==> config.mk <==
export PLATFORM = sky130hd
export DESIGN_NAME = fb_coef_streamer
export DESIGN_NICKNAME = d
export VERILOG_FILES = /design/src/rtl/fb_coef_pkg.sv /design/src/rtl/fb_coef_addr_wrap.sv /design/src/rtl/fb_coef_streamer.sv
export SDC_FILE = /design/constraint.sdc
export NUM_CORES = 1
export LEC_CHECK = 0
export ABC_AREA = 1
export CORE_UTILIZATION = 50
export DETAILED_ROUTE_END_ITERATION = 6
export PLACE_DENSITY_LB_ADDON = 0.1
export SLEW_MARGIN = 20
export SYNTH_ARGS = -nofsm -noshare
export SYNTH_HDL_FRONTEND = slang
export SYNTH_SLANG_ARGS = --single-unit
==> constraint.sdc <==
create_clock -name clk -period 3.3 [get_ports clk]
set_input_delay 0.66 -clock clk [delete_from_list [all_inputs] [get_ports clk]]
set_output_delay 0.66 -clock clk [all_outputs]
set_load 0.02 [all_outputs]
==> src/rtl/fb_coef_pkg.sv <==
// Shared constants and state encoding for the fB coefficient ROM streamer.
// FB_COEF_CHECKSUM_EN adds a running checksum of the streamed coefficients.
package fb_coef_pkg;

  localparam int unsigned FB_COEF_DW     = 16;
  localparam int unsigned FB_COEF_DEPTH  = 120;
  localparam int unsigned FB_COEF_AW     = 12;
  localparam int unsigned FB_COEF_CSUM_W = FB_COEF_DW + 4;

  typedef enum logic [1:0] {
    StIdle,
    StStream,
    StFlush
  } fb_coef_state_e;

endpackage

==> src/rtl/fb_coef_addr_wrap.sv <==
// Modulo-DEPTH pointer incrementer for the coefficient ROM address.
module fb_coef_addr_wrap #(
  parameter int unsigned WIDTH_A = 12,
  parameter int unsigned DEPTH   = 120
) (
  input  logic [WIDTH_A-1:0] ptr_i,
  output logic [WIDTH_A-1:0] ptr_next_o
);

  assign ptr_next_o = (ptr_i == WIDTH_A'(DEPTH - 1)) ? '0 : ptr_i + WIDTH_A'(1);

endmodule

==> src/rtl/fb_coef_streamer.sv <==
// Reads a run of coefficients from the fB ROM and streams them over valid/ready.
// Define FB_COEF_CHECKSUM_EN to add the csum_o accumulator output.
module fb_coef_streamer
  import fb_coef_pkg::*;
#(
  parameter int unsigned WIDTH_A = FB_COEF_AW,
  parameter int unsigned DEPTH   = FB_COEF_DEPTH,
  parameter int unsigned DATA_W  = FB_COEF_DW
) (
  input  logic               clk,
  input  logic               rst_n,
  input  logic               start_i,
  input  logic [WIDTH_A-1:0] base_i,
  input  logic [WIDTH_A-1:0] len_i,
  output logic               busy_o,
  output logic               done_o,
  output logic               err_o,
  output logic [WIDTH_A-1:0] rom_addr_o,
  input  logic [DATA_W-1:0]  rom_coef_i,
  output logic               m_valid_o,
  input  logic               m_ready_i,
  output logic [DATA_W-1:0]  m_data_o,
  output logic               m_last_o
`ifdef FB_COEF_CHECKSUM_EN
  ,
  output logic [DATA_W+3:0]  csum_o
`endif
);

  fb_coef_state_e     state_q;
  logic [WIDTH_A-1:0] ptr_q;
  logic [WIDTH_A-1:0] remaining_q;
  logic               busy_q;
  logic               done_q;
  logic               err_q;
  logic               m_valid_q;
  logic               m_last_q;
  logic [DATA_W-1:0]  m_data_q;

  logic [WIDTH_A-1:0] ptr_next;
  logic               base_bad;
  logic               start_ok;
  logic               load;
  logic               handshake;

  fb_coef_addr_wrap #(
    .WIDTH_A (WIDTH_A),
    .DEPTH   (DEPTH)
  ) u_addr_wrap (
    .ptr_i      (ptr_q),
    .ptr_next_o (ptr_next)
  );

  assign base_bad  = 32'(base_i) >= DEPTH;
  assign start_ok  = (state_q == StIdle) && start_i && !base_bad && (len_i != '0);
  // Refill the output register whenever it is empty or being drained this cycle.
  assign load      = (!m_valid_q || m_ready_i) && (remaining_q != '0);
  assign handshake = m_valid_q && m_ready_i;

  always_ff @(posedge clk or negedge rst_n) begin
    if (!rst_n) begin
      state_q     <= StIdle;
      ptr_q       <= '0;
      remaining_q <= '0;
      busy_q      <= 1'b0;
      done_q      <= 1'b0;
      err_q       <= 1'b0;
      m_valid_q   <= 1'b0;
      m_last_q    <= 1'b0;
      m_data_q    <= '0;
    end else begin
      done_q <= 1'b0;
      err_q  <= 1'b0;
      unique case (state_q)
        StIdle: begin
          if (start_i) begin
            if (base_bad) begin
              err_q <= 1'b1;
            end else if (len_i == '0) begin
              done_q <= 1'b1;
            end else begin
              ptr_q       <= base_i;
              remaining_q <= len_i;
              busy_q      <= 1'b1;
              state_q     <= StStream;
            end
          end
        end
        StStream: begin
          if (load) begin
            m_data_q    <= rom_coef_i;
            m_valid_q   <= 1'b1;
            m_last_q    <= (remaining_q == WIDTH_A'(1));
            ptr_q       <= ptr_next;
            remaining_q <= remaining_q - WIDTH_A'(1);
            if (remaining_q == WIDTH_A'(1)) begin
              state_q <= StFlush;
            end
          end
        end
        StFlush: begin
          if (handshake) begin
            m_valid_q <= 1'b0;
            m_last_q  <= 1'b0;
            done_q    <= 1'b1;
            busy_q    <= 1'b0;
            state_q   <= StIdle;
          end
        end
        default: state_q <= StIdle;
      endcase
    end
  end

`ifdef FB_COEF_CHECKSUM_EN
  logic [DATA_W+3:0] csum_q;

  always_ff @(posedge clk or negedge rst_n) begin
    if (!rst_n) begin
      csum_q <= '0;
    end else if (start_ok) begin
      csum_q <= '0;
    end else if (handshake) begin
      csum_q <= csum_q + {{4{m_data_q[DATA_W-1]}}, m_data_q};
    end
  end

  assign csum_o = csum_q;
`else
  logic unused_start_ok;
  assign unused_start_ok = start_ok;
`endif

  assign busy_o     = busy_q;
  assign done_o     = done_q;
  assign err_o      = err_q;
  assign rom_addr_o = ptr_q;
  assign m_valid_o  = m_valid_q;
  assign m_last_o   = m_last_q;
  assign m_data_o   = m_data_q;

endmodule

Yosys cells after proc, flatten, opt, wreduce, memory -nomap -nowiden
Index checks and enable logic that the tools add are counted.

Flip-flop bits (word level): 47. Bits of input ports: 44. Output and inout port bits: 33. Word-level logic and storage cells: 72.

$add $sub $neg: 2. Magnitude comparators: 1. Eq/ne operators: 10. Muxes and demuxes: 35. Reductions and logical operators: 15.

Operators by type and width (number): 12-bit 2-to-1 mux (9); 12-bit case mux with 2 select lines (2); 1-bit 2-to-1 mux (13); 12-bit by 1-bit adder with 12-bit output, second input constant (1); 12-bit by 1-bit equality test with 1-bit output, second input constant (1); 12-bit by 7-bit equality test with 1-bit output, second input constant (1); 12-bit by 7-bit greater-or-equal comparator with 1-bit output, second input constant (1); 12-bit logical NOT (1); 2-bit 2-to-1 mux (6); 2-bit inequality test, second input constant (6); 12-bit nonzero test (1); 12-bit by 1-bit subtractor with 12-bit output, second input constant (1); 5-bit AND reduction (2); 1-bit case mux with 2 select lines (4); 2-bit case mux with 3 select lines (1); 6-bit AND reduction (1); 2-bit nonzero test (3); 3-bit AND reduction (1); 2-bit by 1-bit equality test with 1-bit output, second input constant (1); 2-bit equality test, second input constant (1); 1-bit logical AND (2); 2-bit logical NOT (1); 2-bit AND reduction (1); 1-bit logical NOT (1); 1-bit logical OR (1).

Depth between registers and ports, before layout
Gate-level depths: netlist (run 1).

Depth after elaboration: 5. Mapped depth: 12. Gate-level depth less buffers: 11.

Hierarchy
Synthesis (run 1) repeated with hierarchy kept, for this count alone.

Cells, all modules: 440. Area, all modules: 2872.8 um^2.

By module, submodules not included: fb_coef_streamer (times used 1, cells an instance 365, area an instance 2518.7 um^2, sequential area each 1176.1 um^2); fb_coef_addr_wrap (times used 1, cells an instance 75, area an instance 354.1 um^2, sequential area each 0.0 um^2).

Least setup slack after synthesis (run 1)
Ideal clock, no wire load.

Path kind: input -> register. Start: input base_i[8]. End: register ptr_q[0] (netlist: rom_addr_o[0]). Arrival time: 1.600 ns. Required time: 3.235 ns. Slack: 1.635 ns. Stages: 10. Cells stage by stage: nor2_1 nand2_1 nor2_1 nand3_1 nand2_1 nand2_1 nor2_2 buf_6 nand2_1 nand2_1.

Cells in the longest elaborated chain, start to end: 3.

RTL lines: start, declared (RTL line fb_coef_streamer.sv:13) `input logic [WIDTH_A-1:0] base_i,`; 12-bit by 7-bit greater-or-equal comparator with 1-bit output (RTL line fb_coef_streamer.sv:54) `assign base_bad = 32'(base_i) >= DEPTH;`; 2-bit inequality test (no source line); 5-bit AND reduction (no source line); end signal, assigned (RTL line fb_coef_streamer.sv:82) `ptr_q <= base_i;`; end signal, assigned (RTL line fb_coef_streamer.sv:94) `ptr_q <= ptr_next;`; end, declared (RTL line fb_coef_streamer.sv:31) `logic [WIDTH_A-1:0] ptr_q;`.

Every way passes these cells. A chain may end at the register's enable or synchronous reset.

Worst setup path after layout (run 1)
Start: input base_i[8]. End: register ptr_q[11] (netlist: rom_addr_o[11]).

Same word-level chain as after synthesis.

==> results.json, run 1 <==
{
  "portBuffers": 76,
  "worst_slack_ns": 1.02,
  "routed_via_density": 5.06,
  "slew_headroom_pct": 49.2,
  "postCtsSetupRepairBufs": 0,
  "yosysTopAreaCellShare_pct": 43.3,
  "period_minus_slack_ns": 2.28,
  "clock.fmax_ghz": 0.439,
  "final_cells": 556,
  "insertion_delay_ns": 0.30,
  "coreArea_sq_um": 5170,
  "ys_warn_count": 0,
  "crit_slowest_cell": "nor2_2",
  "setup-violations-final": 0,
  "final_antenna_net_count": 0,
  "status": "complete, no violations",
  "clock_skew_ns": 0.00674,
  "grt.total_usage_pct": 25.5,
  "final_net_count": 533,
  "crit_path_max_incr_delay_ns": 0.54,
  "start_util_pct": 52.5,
  "slew_violations": 0,
  "clock_path_buffers": 2,
  "cap_violations": 0,
  "final-hold-violation-count": 0,
  "worstMarginPinSlew_ns": 0.761,
  "die_area_sq_um": 5730,
  "cpMostUsedCell": "nand2_1",
  "path_class": "input port to flop",
  "drc": 0,
  "drt_first_iter_violations": 178,
  "syn_avg_cell_area_sq_um": 6.64,
  "drive_above_1_share_pct": 3.29,
  "yosysSeqAreaShare_pct": 43.3,
  "p_per_area_nw_per_um2": 724,
  "syn_nets": 457,
  "arrival_ns": 2.52,
  "cts_tree": "built",
  "rows": 26,
  "clock-sinks": 47,
  "synth-main-ff-cell": "dfrtp_1",
  "hold_path.class": "input port to asynchronous set/reset pin",
  "numPlacedInstances": 548,
  "dp_hpwl_microns": 4830,
  "synthTopCellsByCount": "nand2_1, dfrtp_1, nor2_1",
  "grt_max_degree": 48,
  "vdd_ir_drop_max_mv": 0.338,
  "synthTopCellsByArea": "dfrtp_1, nand2_1, nor2_1, nand3_1, inv_1",
  "synth.distinct_cells": 23,
  "yosysTopAreaCell": "dfrtp_1",
  "async_flop_share_pct": 100,
  "worstPathRequired_ns": 3.54,
  "crit_chain": "clkdlybuf4s50_1, nor2_1, nand2_1, nor2_1, nand3_1, nand2_1, nand2_1, nor2_2, nand2_1, nand2_1",
  "fin_hold_ws_ns": 0.342,
  "fp.dieH_microns": 75.7,
  "first_global_vias": 2585,
  "fin_setup_tns_ns": 0,
  "cts.htree.levels": 2,
  "critPathMaxFanout": 17,
  "timing.final.crit_share_pct": 69.1,
  "antenna_found_initial": 0,
  "overflow": 0,
  "wl_microns": 6740,
  "drt_first_pass_iters": 4,
  "gp_congestion": 0.849,
  "clkTransAtPathRegs_ns": 0.09,
  "grt_setup_unrepaired": "no",
  "startpoint_type": "input port",
  "syn_inst": 409,
  "synth_edf_count": 0,
  "dp_slack_ns": 0.719,
  "r2r_start": "remaining_q[0]$_DFFE_PN0P_",
  "grt_pass1_wl_microns": 11000,
  "ys_ff_latch": 47,
  "fp.dieW_microns": 75.7,
  "num_io_pins": 77,
  "ctsHoldBuffers": 0,
  "cts-resized-gates": 0,
  "dr_total_vias": 2812,
  "leakage_nw": 1.86,
  "cts_made_buffers": 5,
  "syn_area_sq_um": 2720,
  "area_growth_syn_to_layout_pct": 34.9,
  "antennaDiodeCount": 0,
  "yosysMostFrequentCell": "nand2_1",
  "cts_root_buf": "clkbuf_8",
  "setup.worst_path.start": "base_i[8]",
  "routedWlPerCell_microns": 12.1,
  "worst_setup_path_end_kind": "flop",
  "fin_util_pct": 70.9
}
-- per-stage QoR --
| stage | cell area [sq um] | total power [mW] |
|---|---|---|
| final | 3660 | 2.65 |
| after global routing | 3660 | 2.88 |
| after CTS | 3660 | 2.67 |
| after detailed placement | 3530 | 2.15 |
| after global placement | 3530 | 2.11 |
| after floorplan | 2720 | 1.70 |
-- area by class of cell --
class                           count  area, sq um
Inverter                           31          116
Clock inverter                      2         60.1
Timing Repair Buffer               79          781
Clock buffer                        6         72.6
Fill cell                         448         1510
Multi-Input combinational cell    321         1370
Sequential cell                    47         1180
Tap cell                           70         87.6
-- sequential cells by signal (all words and copies together) (netlist names) --
name / cells
busy_o: 1
done_o: 1
err_o: 1
m_data_o: 16
m_last_o: 1
m_valid_o: 1
remaining_q: 12
rom_addr_o: 12
state_q: 2
-- worst max-delay path, delay by kind of cell --
family / cells / cell delay [ns]
buf+inv: 1 / 0.42
simple gates: 9 / 1.44
-- kinds of logic after synthesis --
group,after synthesis,share of synthesized area [%]
xor+xnor,4,1.29
compound gates,28,5.34
buf+inv,41,6.22
fa+ha+maj,4,1.84
simple gates,283,41.3
flops,47,43.3
mux,2,0.737
-- final timing paths --
path                                              endpoint  slack, ns  depth (start not counted)
max in group asynchronous       remaining_q[5]$_DFFE_PN0P_       2.54                          1
worst max register to register  rom_addr_o[11]$_DFFE_PN0P_       1.38                         11
worst min register to register    m_data_o[11]$_DFFE_PN0P_       0.48                          2
worst min-delay path            remaining_q[6]$_DFFE_PN0P_       0.34                          1
min in group clk                  m_data_o[11]$_DFFE_PN0P_       0.48                          2
worst max-delay path            rom_addr_o[11]$_DFFE_PN0P_       1.02                         10
-- routing by layer --
metal	track usage (%)	part of all wire (%)	routed length, microns
met2	42.6	45	3050
met5	0	0	0
met3	6.35	7.0	475
met4	8.64	1.6	107
met1	32.6	46	3110
-- cells in the final DEF (no fill, tap or decap), types with 5 or more instances in the layout --
master | netlist | final
nand2_1 | 202 | 202
clkdlybuf4s50_1 | 0 | 75
dfrtp_1 | 47 | 47
nor2_1 | 44 | 44
inv_1 | 29 | 29
nand3_1 | 29 | 29
o21ai_0 | 21 | 21
a21oi_1 | 5 | 5
clkbuf_8 | 0 | 5
-- power by group --
part           leakage [nW]  internal, mW  switching [mW]
Clock                0.0654         0.303           0.198
Sequential            0.590         0.749           0.175
Combinational          1.21         0.514           0.713
Total                  1.86          1.57            1.09
(Power assumes the default switching activity.)
==> run 2, diff against run 1 <==
--- a/config.mk
+++ b/config.mk
@@ -6,7 +6,7 @@
 export NUM_CORES = 1
 export LEC_CHECK = 0
 export ABC_AREA = 1
-export CORE_UTILIZATION = 50
+export CORE_UTILIZATION = 48
 export DETAILED_ROUTE_END_ITERATION = 6
 export PLACE_DENSITY_LB_ADDON = 0.1
 export SLEW_MARGIN = 20
==> constraint.sdc (replaced) <==
create_clock -name clk -period 2.1 [get_ports clk]
set_input_delay 0.42 -clock clk [delete_from_list [all_inputs] [get_ports clk]]
set_output_delay 0.42 -clock clk [all_outputs]
set_load 0.02 [all_outputs]
==> results.json, run 2 (synthesized netlist as in run 1, its figures left out) <==
{
  "clock.fmax_ghz": 0.545,
  "critPathMaxFanout": 7,
  "path_class": "flop to output port",
  "wl_microns": 6460,
  "timing.final.crit_share_pct": 87.4,
  "cts-resized-gates": 0,
  "start_util_pct": 49.6,
  "status": "complete, no violations",
  "cts_root_buf": "clkbuf_8",
  "setup-violations-final": 0,
  "crit_path_max_incr_delay_ns": 0.64,
  "arrival_ns": 1.41,
  "layout_common_cells": "nand2_1, clkdlybuf4s50_1, dfrtp_1",
  "hold_path.class": "input port to asynchronous set/reset pin",
  "slew_violations": 0,
  "crit_chain": "clkdlybuf4s50_1",
  "final_antenna_net_count": 0,
  "numPlacedInstances": 552,
  "fin_util_pct": 66.8,
  "die_area_sq_um": 5960,
  "leakage_nw": 1.85,
  "vdd_ir_drop_max_mv": 0.548,
  "clock_path_buffers": 2,
  "postCtsSetupRepairBufs": 0,
  "drive_above_1_share_pct": 3.69,
  "largest_reg_flops": 16,
  "cap_violations": 0,
  "worst_setup_path_end_kind": "output port",
  "grt_max_degree": 48,
  "slew_headroom_pct": 47.6,
  "crit_buf_inv": 1,
  "final_cells": 560,
  "drt_first_pass_iters": 5,
  "final_common_cell": "nand2_1",
  "gp_congestion": 0.836,
  "routed_via_density": 4.86,
  "dp_hpwl_microns": 4630,
  "worstPathRequired_ns": 1.68,
  "coreArea_sq_um": 5470,
  "rows": 27,
  "worstMarginPinSlew_ns": 0.785,
  "clkTransAtPathRegs_ns": 0.09,
  "first_global_vias": 2558,
  "antennaDiodeCount": 0,
  "num_io_pins": 77,
  "clock-sinks": 47,
  "clock_skew_ns": 0.00705,
  "overflow": 0,
  "fp.dieH_microns": 77.2,
  "grt_pass1_wl_microns": 11300,
  "drt_first_iter_violations": 162,
  "drc": 0,
  "startpoint_type": "flop",
  "p_per_area_nw_per_um2": 1080,
  "cp_top_family": "buffers and inverters",
  "fin_setup_tns_ns": 0,
  "portBuffers": 76,
  "dr_total_vias": 2720,
  "cts_made_buffers": 5,
  "final-hold-violation-count": 0,
  "setup.worst_path.start": "rom_addr_o[0]$_DFFE_PN0P_",
  "cts_tree": "built",
  "grt_setup_unrepaired": "no",
  "routedWlPerCell_microns": 11.5,
  "r2r_cells": 11,
  "area_growth_syn_to_layout_pct": 34.6,
  "cts.htree.levels": 2,
  "period_minus_slack_ns": 1.83,
  "insertion_delay_ns": 0.30,
  "antenna_found_initial": 0,
  "path_depth": 1,
  "final_net_count": 535,
  "fp.dieW_microns": 77.2,
  "crit_slowest_cell": "clkdlybuf4s50_1",
  "grt.total_usage_pct": 23.5,
  "r2r_start": "remaining_q[0]$_DFFE_PN0P_",
  "ctsHoldBuffers": 0
}
## run 2: area by class of cell
type	instances	area [sq um]
repair buffers	81	818
flip-flops and latches	47	1180
inverters	31	116
well taps	72	90.1
fillers	502	1820
clock buffers	6	72.6
clock inverters	2	12.5
multi-input cells	321	1370
## run 2: routing by layer
| layer | track usage (%) | share of wire [%] | vias to the layer above |
|---|---|---|---|
| met3 | 5.60 | 6.9 | 2 |
| met4 | 3.96 | 0.26 | 0 |
| met5 | 0 | 0 | - |
| met1 | 30.2 | 46 | 1225 |
| met2 | 40.4 | 47 | 72 |
| li1 | - | - | 1421 |
## run 2: path summary, 6_finish.rpt
check | slack, ns | end
worst max-delay path | 0.27 | rom_addr_o[0]
worst min register to register | 0.49 | m_data_o[14]$_DFFE_PN0P_
max in group asynchronous | 1.47 | m_data_o[15]$_DFFE_PN0P_
worst min-delay path | 0.20 | remaining_q[6]$_DFFE_PN0P_
worst max register to register | 0.45 | remaining_q[4]$_DFFE_PN0P_
min in group clk | 0.49 | m_data_o[14]$_DFFE_PN0P_
## run 2: metrics by stage
step | total power [mW] | setup WS [ns] | hold slack [ns] | cell area (sq um)
floorplan | 2.68 | 0.598 | 0.124 | 2720
CTS | 3.97 | 0.259 | 0.234 | 3660
detailed placement | 3.42 | 0.131 | 0.469 | 3570
global placement | 3.37 | 0.190 | 0.462 | 3570
finish | 3.93 | 0.265 | 0.197 | 3660
global route | 4.29 | 0.209 | 0.265 | 3660
## run 2: report_power, final
part,switching (mW),internal [mW]
Sequential,0.271,1.18
Combinational,1.10,0.843
Clock,0.308,0.233
Total,1.68,2.25
